[src/rtl/kiosk_sell_arbiter_pkg.sv]
// Shared definitions for the kiosk sell arbiter: field widths, FSM encoding,
// the per-transaction route record and the saturating payment adder.
package kiosk_sell_arbiter_pkg;

   localparam int STN_W  = 3;
   localparam int COIN_W = 6;
   localparam int AMT_W  = 7;

   localparam logic [AMT_W-1:0] AMT_MAX = 7'd127;

   // FSM encoding, kept as plain constants so older tools can share it
   localparam logic [2:0] ST_IDLE  = 3'd0;
   localparam logic [2:0] ST_GRANT = 3'd1;
   localparam logic [2:0] ST_START = 3'd2;
   localparam logic [2:0] ST_PAY   = 3'd3;
   localparam logic [2:0] ST_DONE  = 3'd4;
   localparam logic [2:0] ST_ABORT = 3'd5;

   // Route captured from the owning kiosk when the engine is granted
   typedef struct packed {
      logic [STN_W-1:0] origin;
      logic [STN_W-1:0] dest;
      logic [STN_W-1:0] count;
   } route_t;

   // Add a coin to the running total, clamping at the largest amount
   function automatic logic [AMT_W-1:0] amt_add_sat(input logic [AMT_W-1:0] acc,
                                                   input logic [COIN_W-1:0] coin);
      logic [AMT_W:0] sum;
      sum = {1'b0, acc} + {2'b00, coin};
      amt_add_sat = sum[AMT_W] ? AMT_MAX : sum[AMT_W-1:0];
   endfunction

endpackage

[src/rtl/kiosk_sell_arbiter_if.sv]
// Bundle of kiosk-panel and sell-engine signals around the arbiter.
// slave  : the arbiter itself.
// master : the environment (kiosk panels plus sell engine).
interface kiosk_sell_arbiter_if
   import kiosk_sell_arbiter_pkg::*;
#(
   parameter int N_KIOSK = 4
);

   // kiosk side
   logic [N_KIOSK-1:0]        kiosk_req;
   logic [STN_W*N_KIOSK-1:0]  kiosk_origin;
   logic [STN_W*N_KIOSK-1:0]  kiosk_dest;
   logic [STN_W*N_KIOSK-1:0]  kiosk_count;
   logic [N_KIOSK-1:0]        kiosk_coin_vld;
   logic [COIN_W*N_KIOSK-1:0] kiosk_coin;
   logic [N_KIOSK-1:0]        kiosk_grant;
   logic [N_KIOSK-1:0]        kiosk_done;
   logic [N_KIOSK-1:0]        kiosk_abort;
   logic [AMT_W-1:0]          change_amt;

   // engine side
   logic                      eng_start;
   logic [STN_W-1:0]          eng_origin;
   logic [STN_W-1:0]          eng_dest;
   logic [STN_W-1:0]          eng_count;
   logic                      eng_coin_vld;
   logic [COIN_W-1:0]         eng_coin;
   logic                      eng_cancel;
   logic                      eng_done;
   logic [AMT_W-1:0]          eng_change;

   modport slave (
      input  kiosk_req, kiosk_origin, kiosk_dest, kiosk_count,
      input  kiosk_coin_vld, kiosk_coin,
      output kiosk_grant, kiosk_done, kiosk_abort, change_amt,
      output eng_start, eng_origin, eng_dest, eng_count,
      output eng_coin_vld, eng_coin, eng_cancel,
      input  eng_done, eng_change
   );

   modport master (
      output kiosk_req, kiosk_origin, kiosk_dest, kiosk_count,
      output kiosk_coin_vld, kiosk_coin,
      input  kiosk_grant, kiosk_done, kiosk_abort, change_amt,
      input  eng_start, eng_origin, eng_dest, eng_count,
      input  eng_coin_vld, eng_coin, eng_cancel,
      output eng_done, eng_change
   );

endinterface

[src/rtl/kiosk_sell_arbiter_rr_pick.sv]
// rr_pick: combinational round-robin picker. Returns the index of the first
// set request bit at or after ptr, wrapping modulo N.
module kiosk_sell_arbiter_rr_pick #(
   parameter int N  = 4,
   parameter int IW = $clog2(N)
) (
   input  logic [N-1:0]  req,
   input  logic [IW-1:0] ptr,
   output logic [IW-1:0] idx,
   output logic          valid
);

   logic [IW-1:0] cand [N];
   logic [N-1:0]  hit;

   // cand[k] is the kiosk index k places after the pointer, wrapped into range
   genvar gi;
   for (gi = 0; gi < N; gi++) begin : g_cand
      logic [IW:0] sum;
      assign sum       = {1'b0, ptr} + (IW+1)'(gi);
      assign cand[gi]  = (sum >= (IW+1)'(N)) ? IW'(sum - (IW+1)'(N)) : sum[IW-1:0];
      assign hit[gi]   = req[cand[gi]];
   end

   // Smallest offset from the pointer wins; scan downward so it is written last
   always_comb begin
      idx   = '0;
      valid = |hit;
      for (int k = N - 1; k >= 0; k--) begin
         if (hit[k]) begin
            idx = cand[k];
         end
      end
   end

endmodule

[src/rtl/kiosk_sell_arbiter.sv]
// Shares one fare/payment engine among N_KIOSK kiosk panels. A round-robin
// pick locks the engine to one kiosk for a whole sale, forwards its route and
// coins, and returns done/abort with change or refund to that kiosk.
module kiosk_sell_arbiter
   import kiosk_sell_arbiter_pkg::*;
#(
   parameter int N_KIOSK = 4,
   parameter int TIMEOUT = 255
) (
   input  logic                clk,
   input  logic                reset,
   kiosk_sell_arbiter_if.slave bus
);

   localparam int IW = $clog2(N_KIOSK);
   localparam int TW = $clog2(TIMEOUT + 1);
   localparam logic [TW-1:0] TIMEOUT_V = TW'(TIMEOUT);

   logic [2:0]         state_q,  state_d;
   logic [IW-1:0]      owner_q,  owner_d;
   logic [IW-1:0]      rr_ptr_q, rr_ptr_d;
   route_t             route_q,  route_d;
   logic [N_KIOSK-1:0] grant_q,  grant_d;
   logic [AMT_W-1:0]   change_q, change_d;
   logic [AMT_W-1:0]   paid_q,   paid_d;
   logic [TW-1:0]      timer_q,  timer_d;

   logic [STN_W-1:0]   origin_arr [N_KIOSK];
   logic [STN_W-1:0]   dest_arr   [N_KIOSK];
   logic [STN_W-1:0]   count_arr  [N_KIOSK];
   logic [COIN_W-1:0]  coin_arr   [N_KIOSK];

   logic [IW-1:0]      pick_idx;
   logic               pick_vld;
   logic               owner_req;
   logic               coin_in_pay;
   logic [COIN_W-1:0]  owner_coin;
   logic [AMT_W-1:0]   paid_add;

   // Unpack the flat per-kiosk buses into indexable arrays
   genvar gi;
   for (gi = 0; gi < N_KIOSK; gi++) begin : g_unpack
      assign origin_arr[gi] = bus.kiosk_origin[gi*STN_W +: STN_W];
      assign dest_arr[gi]   = bus.kiosk_dest[gi*STN_W +: STN_W];
      assign count_arr[gi]  = bus.kiosk_count[gi*STN_W +: STN_W];
      assign coin_arr[gi]   = bus.kiosk_coin[gi*COIN_W +: COIN_W];
   end

   kiosk_sell_arbiter_rr_pick #(
      .N  (N_KIOSK),
      .IW (IW)
   ) u_rr_pick (
      .req   (bus.kiosk_req),
      .ptr   (rr_ptr_q),
      .idx   (pick_idx),
      .valid (pick_vld)
   );

   // Only the owner's coin strobe reaches the engine, and only while paying;
   // strobes from other kiosks are simply never selected.
   assign owner_req   = bus.kiosk_req[owner_q];
   assign owner_coin  = coin_arr[owner_q];
   assign coin_in_pay = (state_q == ST_PAY) && bus.kiosk_coin_vld[owner_q];
   assign paid_add    = coin_in_pay ? amt_add_sat(paid_q, owner_coin) : paid_q;

   assign bus.eng_coin_vld = coin_in_pay;
   assign bus.eng_coin     = coin_in_pay ? owner_coin : '0;
   assign bus.eng_start    = (state_q == ST_START);
   assign bus.eng_cancel   = (state_q == ST_ABORT);
   assign bus.eng_origin   = route_q.origin;
   assign bus.eng_dest     = route_q.dest;
   assign bus.eng_count    = route_q.count;
   assign bus.kiosk_grant  = grant_q;
   assign bus.kiosk_done   = (state_q == ST_DONE)  ? grant_q : '0;
   assign bus.kiosk_abort  = (state_q == ST_ABORT) ? grant_q : '0;
   assign bus.change_amt   = change_q;

   // Transaction FSM with owner/route capture, payment accounting and timeout
   always_comb begin
      state_d  = state_q;
      owner_d  = owner_q;
      rr_ptr_d = rr_ptr_q;
      route_d  = route_q;
      grant_d  = grant_q;
      change_d = change_q;
      paid_d   = paid_q;
      timer_d  = timer_q;

      case (state_q)
         ST_IDLE: begin
            if (pick_vld) begin
               owner_d           = pick_idx;
               grant_d           = '0;
               grant_d[pick_idx] = 1'b1;
               route_d.origin    = origin_arr[pick_idx];
               route_d.dest      = dest_arr[pick_idx];
               // a ticket count of zero still sells one ticket
               route_d.count     = (count_arr[pick_idx] == '0) ? STN_W'(1)
                                                               : count_arr[pick_idx];
               state_d           = ST_GRANT;
            end
         end

         ST_GRANT: state_d = ST_START;

         ST_START: state_d = ST_PAY;

         ST_PAY: begin
            paid_d  = paid_add;
            timer_d = coin_in_pay ? '0 : timer_q + 1'b1;
            // completion outranks withdrawal, which outranks timeout
            if (bus.eng_done) begin
               change_d = bus.eng_change;
               state_d  = ST_DONE;
            end else if (!owner_req) begin
               change_d = paid_add;
               state_d  = ST_ABORT;
            end else if (timer_q == TIMEOUT_V) begin
               change_d = paid_add;
               state_d  = ST_ABORT;
            end
         end

         ST_DONE, ST_ABORT: begin
            // the just-served kiosk goes to the back of the queue
            rr_ptr_d = (owner_q == IW'(N_KIOSK - 1)) ? '0 : owner_q + 1'b1;
            grant_d  = '0;
            paid_d   = '0;
            timer_d  = '0;
            state_d  = ST_IDLE;
         end

         default: state_d = ST_IDLE;
      endcase
   end

   // State registers; reset abandons any sale without a done/abort pulse
   always_ff @(posedge clk or negedge reset) begin
      if (!reset) begin
         state_q  <= ST_IDLE;
         owner_q  <= '0;
         rr_ptr_q <= '0;
         route_q  <= '0;
         grant_q  <= '0;
         change_q <= '0;
         paid_q   <= '0;
         timer_q  <= '0;
      end else begin
         state_q  <= state_d;
         owner_q  <= owner_d;
         rr_ptr_q <= rr_ptr_d;
         route_q  <= route_d;
         grant_q  <= grant_d;
         change_q <= change_d;
         paid_q   <= paid_d;
         timer_q  <= timer_d;
      end
   end

endmodule
[src/flat_wrapper.sv]
// flat-port wrapper written by rule: the top's interface ports become plain ports
module kiosk_sell_arbiter_flat import kiosk_sell_arbiter_pkg::*;
#(
   parameter int N_KIOSK = 4,
   parameter int TIMEOUT = 255
)
  (clk, reset, bus_kiosk_req, bus_kiosk_origin, bus_kiosk_dest, bus_kiosk_count, bus_kiosk_coin_vld, bus_kiosk_coin, bus_kiosk_grant, bus_kiosk_done, bus_kiosk_abort, bus_change_amt, bus_eng_start, bus_eng_origin, bus_eng_dest, bus_eng_count, bus_eng_coin_vld, bus_eng_coin, bus_eng_cancel, bus_eng_done, bus_eng_change);
  kiosk_sell_arbiter_if #(.N_KIOSK(N_KIOSK)) bus_i ();
  input  logic clk;
  input  logic reset;
  input wire logic [$bits(bus_i.kiosk_req)-1:0] bus_kiosk_req;
  input wire logic [$bits(bus_i.kiosk_origin)-1:0] bus_kiosk_origin;
  input wire logic [$bits(bus_i.kiosk_dest)-1:0] bus_kiosk_dest;
  input wire logic [$bits(bus_i.kiosk_count)-1:0] bus_kiosk_count;
  input wire logic [$bits(bus_i.kiosk_coin_vld)-1:0] bus_kiosk_coin_vld;
  input wire logic [$bits(bus_i.kiosk_coin)-1:0] bus_kiosk_coin;
  output wire logic [$bits(bus_i.kiosk_grant)-1:0] bus_kiosk_grant;
  output wire logic [$bits(bus_i.kiosk_done)-1:0] bus_kiosk_done;
  output wire logic [$bits(bus_i.kiosk_abort)-1:0] bus_kiosk_abort;
  output wire logic [$bits(bus_i.change_amt)-1:0] bus_change_amt;
  output wire logic [$bits(bus_i.eng_start)-1:0] bus_eng_start;
  output wire logic [$bits(bus_i.eng_origin)-1:0] bus_eng_origin;
  output wire logic [$bits(bus_i.eng_dest)-1:0] bus_eng_dest;
  output wire logic [$bits(bus_i.eng_count)-1:0] bus_eng_count;
  output wire logic [$bits(bus_i.eng_coin_vld)-1:0] bus_eng_coin_vld;
  output wire logic [$bits(bus_i.eng_coin)-1:0] bus_eng_coin;
  output wire logic [$bits(bus_i.eng_cancel)-1:0] bus_eng_cancel;
  input wire logic [$bits(bus_i.eng_done)-1:0] bus_eng_done;
  input wire logic [$bits(bus_i.eng_change)-1:0] bus_eng_change;
  assign bus_i.kiosk_req = bus_kiosk_req;
  assign bus_i.kiosk_origin = bus_kiosk_origin;
  assign bus_i.kiosk_dest = bus_kiosk_dest;
  assign bus_i.kiosk_count = bus_kiosk_count;
  assign bus_i.kiosk_coin_vld = bus_kiosk_coin_vld;
  assign bus_i.kiosk_coin = bus_kiosk_coin;
  assign bus_kiosk_grant = bus_i.kiosk_grant;
  assign bus_kiosk_done = bus_i.kiosk_done;
  assign bus_kiosk_abort = bus_i.kiosk_abort;
  assign bus_change_amt = bus_i.change_amt;
  assign bus_eng_start = bus_i.eng_start;
  assign bus_eng_origin = bus_i.eng_origin;
  assign bus_eng_dest = bus_i.eng_dest;
  assign bus_eng_count = bus_i.eng_count;
  assign bus_eng_coin_vld = bus_i.eng_coin_vld;
  assign bus_eng_coin = bus_i.eng_coin;
  assign bus_eng_cancel = bus_i.eng_cancel;
  assign bus_i.eng_done = bus_eng_done;
  assign bus_i.eng_change = bus_eng_change;
  kiosk_sell_arbiter #(.N_KIOSK(N_KIOSK), .TIMEOUT(TIMEOUT)) u_core (.clk(clk), .reset(reset), .bus(bus_i));
endmodule
[config.mk]
export PLATFORM = sky130hd
export DESIGN_NAME = kiosk_sell_arbiter_flat
export DESIGN_NICKNAME = d
export VERILOG_FILES = /design/src/rtl/kiosk_sell_arbiter_pkg.sv /design/src/rtl/kiosk_sell_arbiter_if.sv /design/src/rtl/kiosk_sell_arbiter_rr_pick.sv /design/src/rtl/kiosk_sell_arbiter.sv /design/src/flat_wrapper.sv
export SDC_FILE = /design/constraint.sdc
export NUM_CORES = 1
export LEC_CHECK = 0
export ABC_CLOCK_PERIOD_IN_PS = 3200
export CAP_MARGIN = 5
export CORE_ASPECT_RATIO = 1.2
export CORE_MARGIN = 2
export CORE_UTILIZATION = 39
export CTS_CLUSTER_DIAMETER = 100
export DETAILED_ROUTE_END_ITERATION = 10
export GPL_TIMING_DRIVEN = 0
export HOLD_SLACK_MARGIN = 0.15
export PLACE_DENSITY = 0.74
export SKIP_CTS_REPAIR_TIMING = 1
export SYNTH_ARGS = -nofsm -noshare
export SYNTH_HDL_FRONTEND = slang
export SYNTH_SLANG_ARGS = --single-unit
export TNS_END_PERCENT = 50
[constraint.sdc]
create_clock -name clk -period 3.2 [get_ports clk]
set_clock_uncertainty 0.1 [all_clocks]
set_input_delay 0.48 -clock clk [delete_from_list [all_inputs] [get_ports clk]]
set_output_delay 0.48 -clock clk [all_outputs]
set_load 0.02 [all_outputs]
## After elaboration in Yosys (flattened, before gate mapping)

Index checks and enable logic that the tools add are counted.

| operators by class | value |
|---|---|
| add/subtract/negate cells | 10 |
| multipliers | 0 |
| divide/modulo/power cells | 0 |
| magnitude comparators | 13 |
| eq/ne operators | 10 |
| shift operators | 0 |
| multiplexer cells | 54 |
| bitwise operators | 2 |
| reductions and logical operators | 12 |

Operator list:

| kind | count |
|---|---|
| $mux W7 | 5 |
| $mux W3 | 11 |
| $bmux W3 S2 | 3 |
| $lt A2 B3 Y1 const B | 6 |
| $mux W2 | 9 |
| $mux W6 | 3 |
| $pmux W8 S2 | 1 |
| $ge A3 B3 Y1 const B | 5 |
| $pmux W7 S2 | 1 |
| $bmux W1 S2 | 6 |
| $bmux W6 S2 | 1 |
| $mux W4 | 3 |
| $pmux W3 S4 | 1 |
| $add A7 B6 Y8 | 1 |
| $add A8 B1 Y8 const B | 1 |
| $eq A8 B8 Y1 const B | 1 |
| $mux W8 | 1 |
| $pmux W4 S2 | 1 |
| $reduce_and A2 Y1 | 4 |
| $sub A2 B1 Y2 const B | 4 |
| $mux W1 | 7 |
| $add A2 B2 Y3 const B | 2 |
| $eq A3 B2 Y1 const B | 2 |
| $eq A3 B3 Y1 const B | 2 |
| 16 further kinds | 20 |

| storage, ports and cells | value |
|---|---|
| register bits | 42 |
| latch bits | 0 |
| RAM bits | 0 |
| bits in read-only memories | 0 |
| input bits | 78 |
| output and inout bits | 37 |
| logic and storage cells | 111 |
| memories | 0 |

## Longest topological paths before layout

| depth | value |
|---|---|
| depth in word-level cells | 15 |
| depth in mapped cells | 11 |
| gate-level depth less buffers | 10 |

## Modules after synthesis

A second synthesis with hierarchy kept.

| unflattened totals | value |
|---|---|
| cell total of the unflattened synthesis | 294 |
| area, all modules | 2864.0 um^2 |

By module, submodules not included:

| module | instances | cells each | area an instance (um^2) | sequential area each (um^2) |
|---|---|---|---|---|
| kiosk_sell_arbiter | 1 | 281 | 2786.4 | 1051.0 |
| kiosk_sell_arbiter_rr_pick | 1 | 13 | 77.6 | 0.0 |

## Worst setup path after synthesis

Ideal clock, no wire load.

| timing | value |
|---|---|
| kind | flip-flop to flip-flop |
| start point | register u_core.owner_q[0] |
| end point | register u_core.change_q[6] (netlist: u_core.bus.change_amt[6]) |
| setup time | 0.125 ns |
| arrival time | 2.503 ns |
| data required time | 2.975 ns |
| setup slack | 0.472 ns |
| stages on the path, launching flop included | 10 |
| path buffers | 1 |
| clock period less this slack | 2.728 ns |
| path through | dfrtp_1 buf_6 mux4_1 ha_1 a211oi_1 o21bai_1 a31o_2 a2111o_1 o211ai_1 a2bb2oi_1 |

| between the ends | value |
|---|---|
| word-level cells in the longest chain between the ends | 10 |
| elaborated cells on any way between the ends | 17 |
| those cells by class | add/sub (1); eq/ne (1); mux (12); bitwise (1); reduce/logical (2) |

RTL lines:

| element | line | text |
|---|---|---|
| start, declared | kiosk_sell_arbiter.sv:20 | `logic [IW-1:0] owner_q, owner_d;` |
| start signal, assigned | kiosk_sell_arbiter.sv:150 | `owner_q <= owner_d;` |
| $not A2 Y3 (not written as such) | kiosk_sell_arbiter.sv:62 | `assign owner_coin = coin_arr[owner_q];` |
| $bmux W6 S2 | kiosk_sell_arbiter.sv:62 |  |
| $mux W6 (not written as such) (2 in series) | kiosk_sell_arbiter.sv:62 |  |
| $add A7 B6 Y8 | kiosk_sell_arbiter_pkg.sv:30 | `sum = {1'b0, acc} + {2'b00, coin};` |
| $mux W7 | kiosk_sell_arbiter_pkg.sv:31 | `amt_add_sat = sum[AMT_W] ? AMT_MAX : sum[AMT_W-1:0];` |
| $mux W7 | kiosk_sell_arbiter.sv:64 | `assign paid_add = coin_in_pay ? amt_add_sat(paid_q, owner_coin) : paid_q;` |
| $mux W7 | kiosk_sell_arbiter.sv:118 | `end else if (timer_q == TIMEOUT_V) begin` |
| $mux W7 | kiosk_sell_arbiter.sv:115 | `end else if (!owner_req) begin` |
| $mux W7 | kiosk_sell_arbiter.sv:112 | `if (bus.eng_done) begin` |
| end signal, assigned | kiosk_sell_arbiter.sv:154 | `change_q <= change_d;` |
| end, declared | kiosk_sell_arbiter.sv:24 | `logic [AMT_W-1:0] change_q, change_d;` |

Several ways; a longest one is shown, not always the timed one. The select of a mux whose other input is x is not followed.
A chain may end at the register's enable or synchronous reset.

## Worst setup path in the final report

| timing | value |
|---|---|
| start point | input bus_kiosk_coin_vld[3] |
| end point | output bus_eng_coin_vld |

| between the ends | value |
|---|---|
| word-level cells in the longest chain between the ends | 3 |

RTL lines:

| element | line | text |
|---|---|---|
| start, declared | flat_wrapper.sv:15 | `input wire logic [$bits(bus_i.kiosk_coin_vld)-1:0] bus_kiosk_coin_vld;` |
| $bmux W1 S2 | kiosk_sell_arbiter.sv:63 | `assign coin_in_pay = (state_q == ST_PAY) && bus.kiosk_coin_vld[owner_q];` |
| $mux W1 (not written as such) | kiosk_sell_arbiter.sv:63 |  |
| $logic_and A1 B1 Y1 | kiosk_sell_arbiter.sv:63 |  |
| end, declared | flat_wrapper.sv:25 | `output wire logic [$bits(bus_i.eng_coin_vld)-1:0] bus_eng_coin_vld;` |

No other way between the ends. The select of a mux whose other input is x is not followed.

==> metrics.cfg <==
[outcome]
status = finished clean

[drt]
top_layer = met4
first_pass_iters = 6
vias = 2818
ant_nets = 0
drtIter0Drc = 115
wl_met1_um = 3400
met2_length_um = 4000
drc_errors = 0
viasPerCell = 5.47
wl_per_cell_um = 15.9
drt-total-wl_um = 8190
dr_wl_met3_um = 621

[worst_setup_path]
critPathMostFrequentCell = clkdlybuf4s50_1
max_stage_delay_ns = 0.62
crit_fanout = 10
ff2ff_setup_slack_ns = 0.25
r2r_end = u_core.bus.change_amt[3]
path_buf_inv = 3
r2r_start = u_core.owner_q[0]
reg2reg_depth = 9
worst_setup_path_end_kind = output port
required_ns = 2.62
cp_top_family = buffers and inverters
cpMaxStageDelayCell = clkdlybuf4s50_1
arrival_ns = 2.47
cp_cell_sequence = clkdlybuf4s50_1, mux4_2, nand2_1, clkinv_1, clkdlybuf4s50_1
crit_type = in -> out
cp-start-kind = input port

[floorplanning]
core_um2 = 6940
pin_count = 115
placementRows = 33
die_x_um = 81.6
initial_utilization = 0.407
design.die.area_um2 = 7930
die_h_um = 97.2

[logic_synthesis]
synth-seq-cells = 42
synth_area_um2 = 2820
synth_cell_types = 46
synthTopCellsByArea = dfrtp_1 (37%), o21ai_0 (6.0%), mux4_1 (5.6%), mux2i_1 (5.3%), and3_1 (4.9%)
yosys.area.top_type = dfrtp_1
synth.top_cell.area_share = 0.373
ys.flop_type = dfrtp_1
syn_area_per_cell_um2 = 9.25
yosysWarnings = 0
synthCells = 305
async_reset_ff_frac = 1.00
yosysSeqAreaShare = 0.373
synth-edff-count = 0
syn_nets = 392

[pwr]
max-vdd-ir-drop_uv = 459
power_leakage_nw = 1.83
p_per_area_nw_per_um2 = 790

[sta]
fin_crit_sh = 0.952
slew_viol_final = 0
worst_hold_slack_ns = 0.391
hold_viol_final = 0
rsz0062_at_grt = false
fmax_ghz = 0.328
setup_viol = 0
fin_crit_ns = 3.05
fin_ws_ns = 0.152
max-slew-margin-rel = 0.473
max_slew.worst_pin.slew_ns = 0.783

[clock_tree]
clk_pin_slew_ns = 0.08
cts_tree = done
cts_root_buf = clkbuf_8
clockBufferDepth = 2
clk_latency_ns = 0.30
htreeDepth = 2
cts_buffers = 5
cts_sinks = 42

[final_layout]
syn_to_final_growth_pct = 48.5
design_area_um2 = 4190
multi_input_area_um2 = 1670
diodes = 0
seq_area_um2 = 1050
instances_no_fill = 515
nets = 514
nFillCells = 629
drive_gt1_frac = 0.0701

[global_route]
grt_antenna_before_repair = 0
grt_pass1_wl_um = 13400
grt_pass1_vias = 2883
overflow = 0
track_usage = 0.213
grt_start_max_net_pins = 30

[placement]
placed_cell_area_um2 = 4080
hpwl_um = 6380
io_buffer_count = 113
routabilityCongestion = 0.911
post-place-ws_ns = -0.0545
dp_cells = 506

[min_path]
hold_end = u_core.bus.eng_dest[2]
hold_depth = 2
hp-start = u_core.bus.eng_dest[2]
hold_path.class = reg -> reg

[job]
drv_cap = 0

[worst min-delay path, stage by stage, from the launching register on]
cell and delay [ns]:
dfrtp_1 0.35, nand2_1 0.05, o21ai_0 0.06
[synth_stat cells (2+ instances only)]
cell,number
or3_1,4
buf_2,2
inv_1,9
nor3_1,3
nor4_1,2
a21oi_1,18
or4_1,2
xnor2_1,3
mux2i_1,15
nand2_1,35
nor2b_1,4
o31ai_1,2
a221o_1,4
and2_1,9
and3_1,22
a31o_2,3
nand3_1,4
o21bai_1,3
clkbuf_1,9
a32o_1,2
a21o_1,2
a22o_1,2
a211o_1,4
dfrtp_1,42
mux2_2,7
ha_1,8
o21ai_0,34
mux4_1,6
nor2_1,23
mux4_2,2
a31oi_1,5
[how the worst max path moves through the flow]
| stage | to | from | slack, ns | cells past startpoint |
|---|---|---|---|---|
| after CTS | bus_eng_coin[1] | u_core.owner_q[1] | -0.07 | 6 |
| final | bus_eng_coin_vld | bus_kiosk_coin_vld[3] | 0.15 | 5 |
| after floorplan | u_core.bus.change_amt[6] | u_core.owner_q[0] | 0.47 | 9 |
| after global placement | u_core.bus.change_amt[3] | bus_kiosk_coin[7] | -0.02 | 9 |
| after detailed placement | u_core.bus.change_amt[3] | bus_kiosk_coin[7] | -0.05 | 9 |
| after global routing | bus_eng_coin[4] | u_core.state_q[1] | 0.03 | 5 |
[where the power goes]
part | internal [mW] | switching (mW)
combinational | 0.950 | 1.11
sequential | 0.732 | 0.152
clock | 0.174 | 0.188
[cell type report]
| class | count | area share |
|---|---|---|
| Buffer | 14 | 0.0164 |
| Clock buffer | 6 | 0.0197 |
| Clock inverter | 2 | 0.00299 |
| Inverter | 10 | 0.00896 |
| Multi-Input combinational cell | 239 | 0.399 |
| Sequential cell | 42 | 0.251 |
| Tap cell | 87 | 0.0260 |
| Timing Repair Buffer | 115 | 0.276 |
[per-stage QoR]
stage          utilization  total power, mW  TNS [ns]
5_1_grt              0.604             3.58         0
2_1_floorplan            -             2.19         0
3_5_place_dp         0.588             2.95   -0.0737
3_3_place_gp         0.585             2.89   -0.0358
4_1_cts              0.601             3.33   -0.0744
6_report             0.604             3.31         0
[kinds of logic (layout without fill, tap and decap cells)]
family	count (synthesis)	after routing	synth area share
multiplexers	30	30	0.153
flip-flops	42	42	0.373
AND/OR/NAND/NOR	110	110	0.190
adder cells (fa/ha/maj)	9	9	0.0426
buffers and inverters	24	147	0.0368
AO/OA/AOI/OAI	87	87	0.196
XOR/XNOR	3	3	0.00931
[per-layer routing]
metal / vias up / global-route usage
met4: 0 / 0.0449
li1: 1373 / -
met1: 1331 / 0.256
met2: 99 / 0.369
met5: - / 0
met3: 15 / 0.0660
[registers in the layout, summed over array words and instances (netlist names)]
register / cells
u_core.state_q: 3
u_core.owner_q: 2
u_core.timer_q: 8
u_core.bus.eng_dest: 3
u_core.bus.eng_count: 3
u_core.bus.kiosk_grant: 4
u_core.rr_ptr_q: 2
u_core.paid_q: 7
u_core.bus.eng_origin: 3
u_core.bus.change_amt: 7
[placed cells by master (no fill, tap or decap), types with 5 or more instances in the layout]
cell	Yosys	routed
nor2_1	23	23
clkbuf_1	9	7
dfrtp_1	42	42
ha_1	8	8
mux2i_1	15	15
nand2_1	35	35
o21ai_0	34	34
inv_1	9	9
a31oi_1	5	5
clkbuf_8	0	6
a21oi_1	18	18
and2_1	9	9
mux4_1	6	6
and3_1	22	22
clkdlybuf4s50_1	0	112
mux2_2	7	7
No activity file was read; power rests on OpenSTA's default activity.
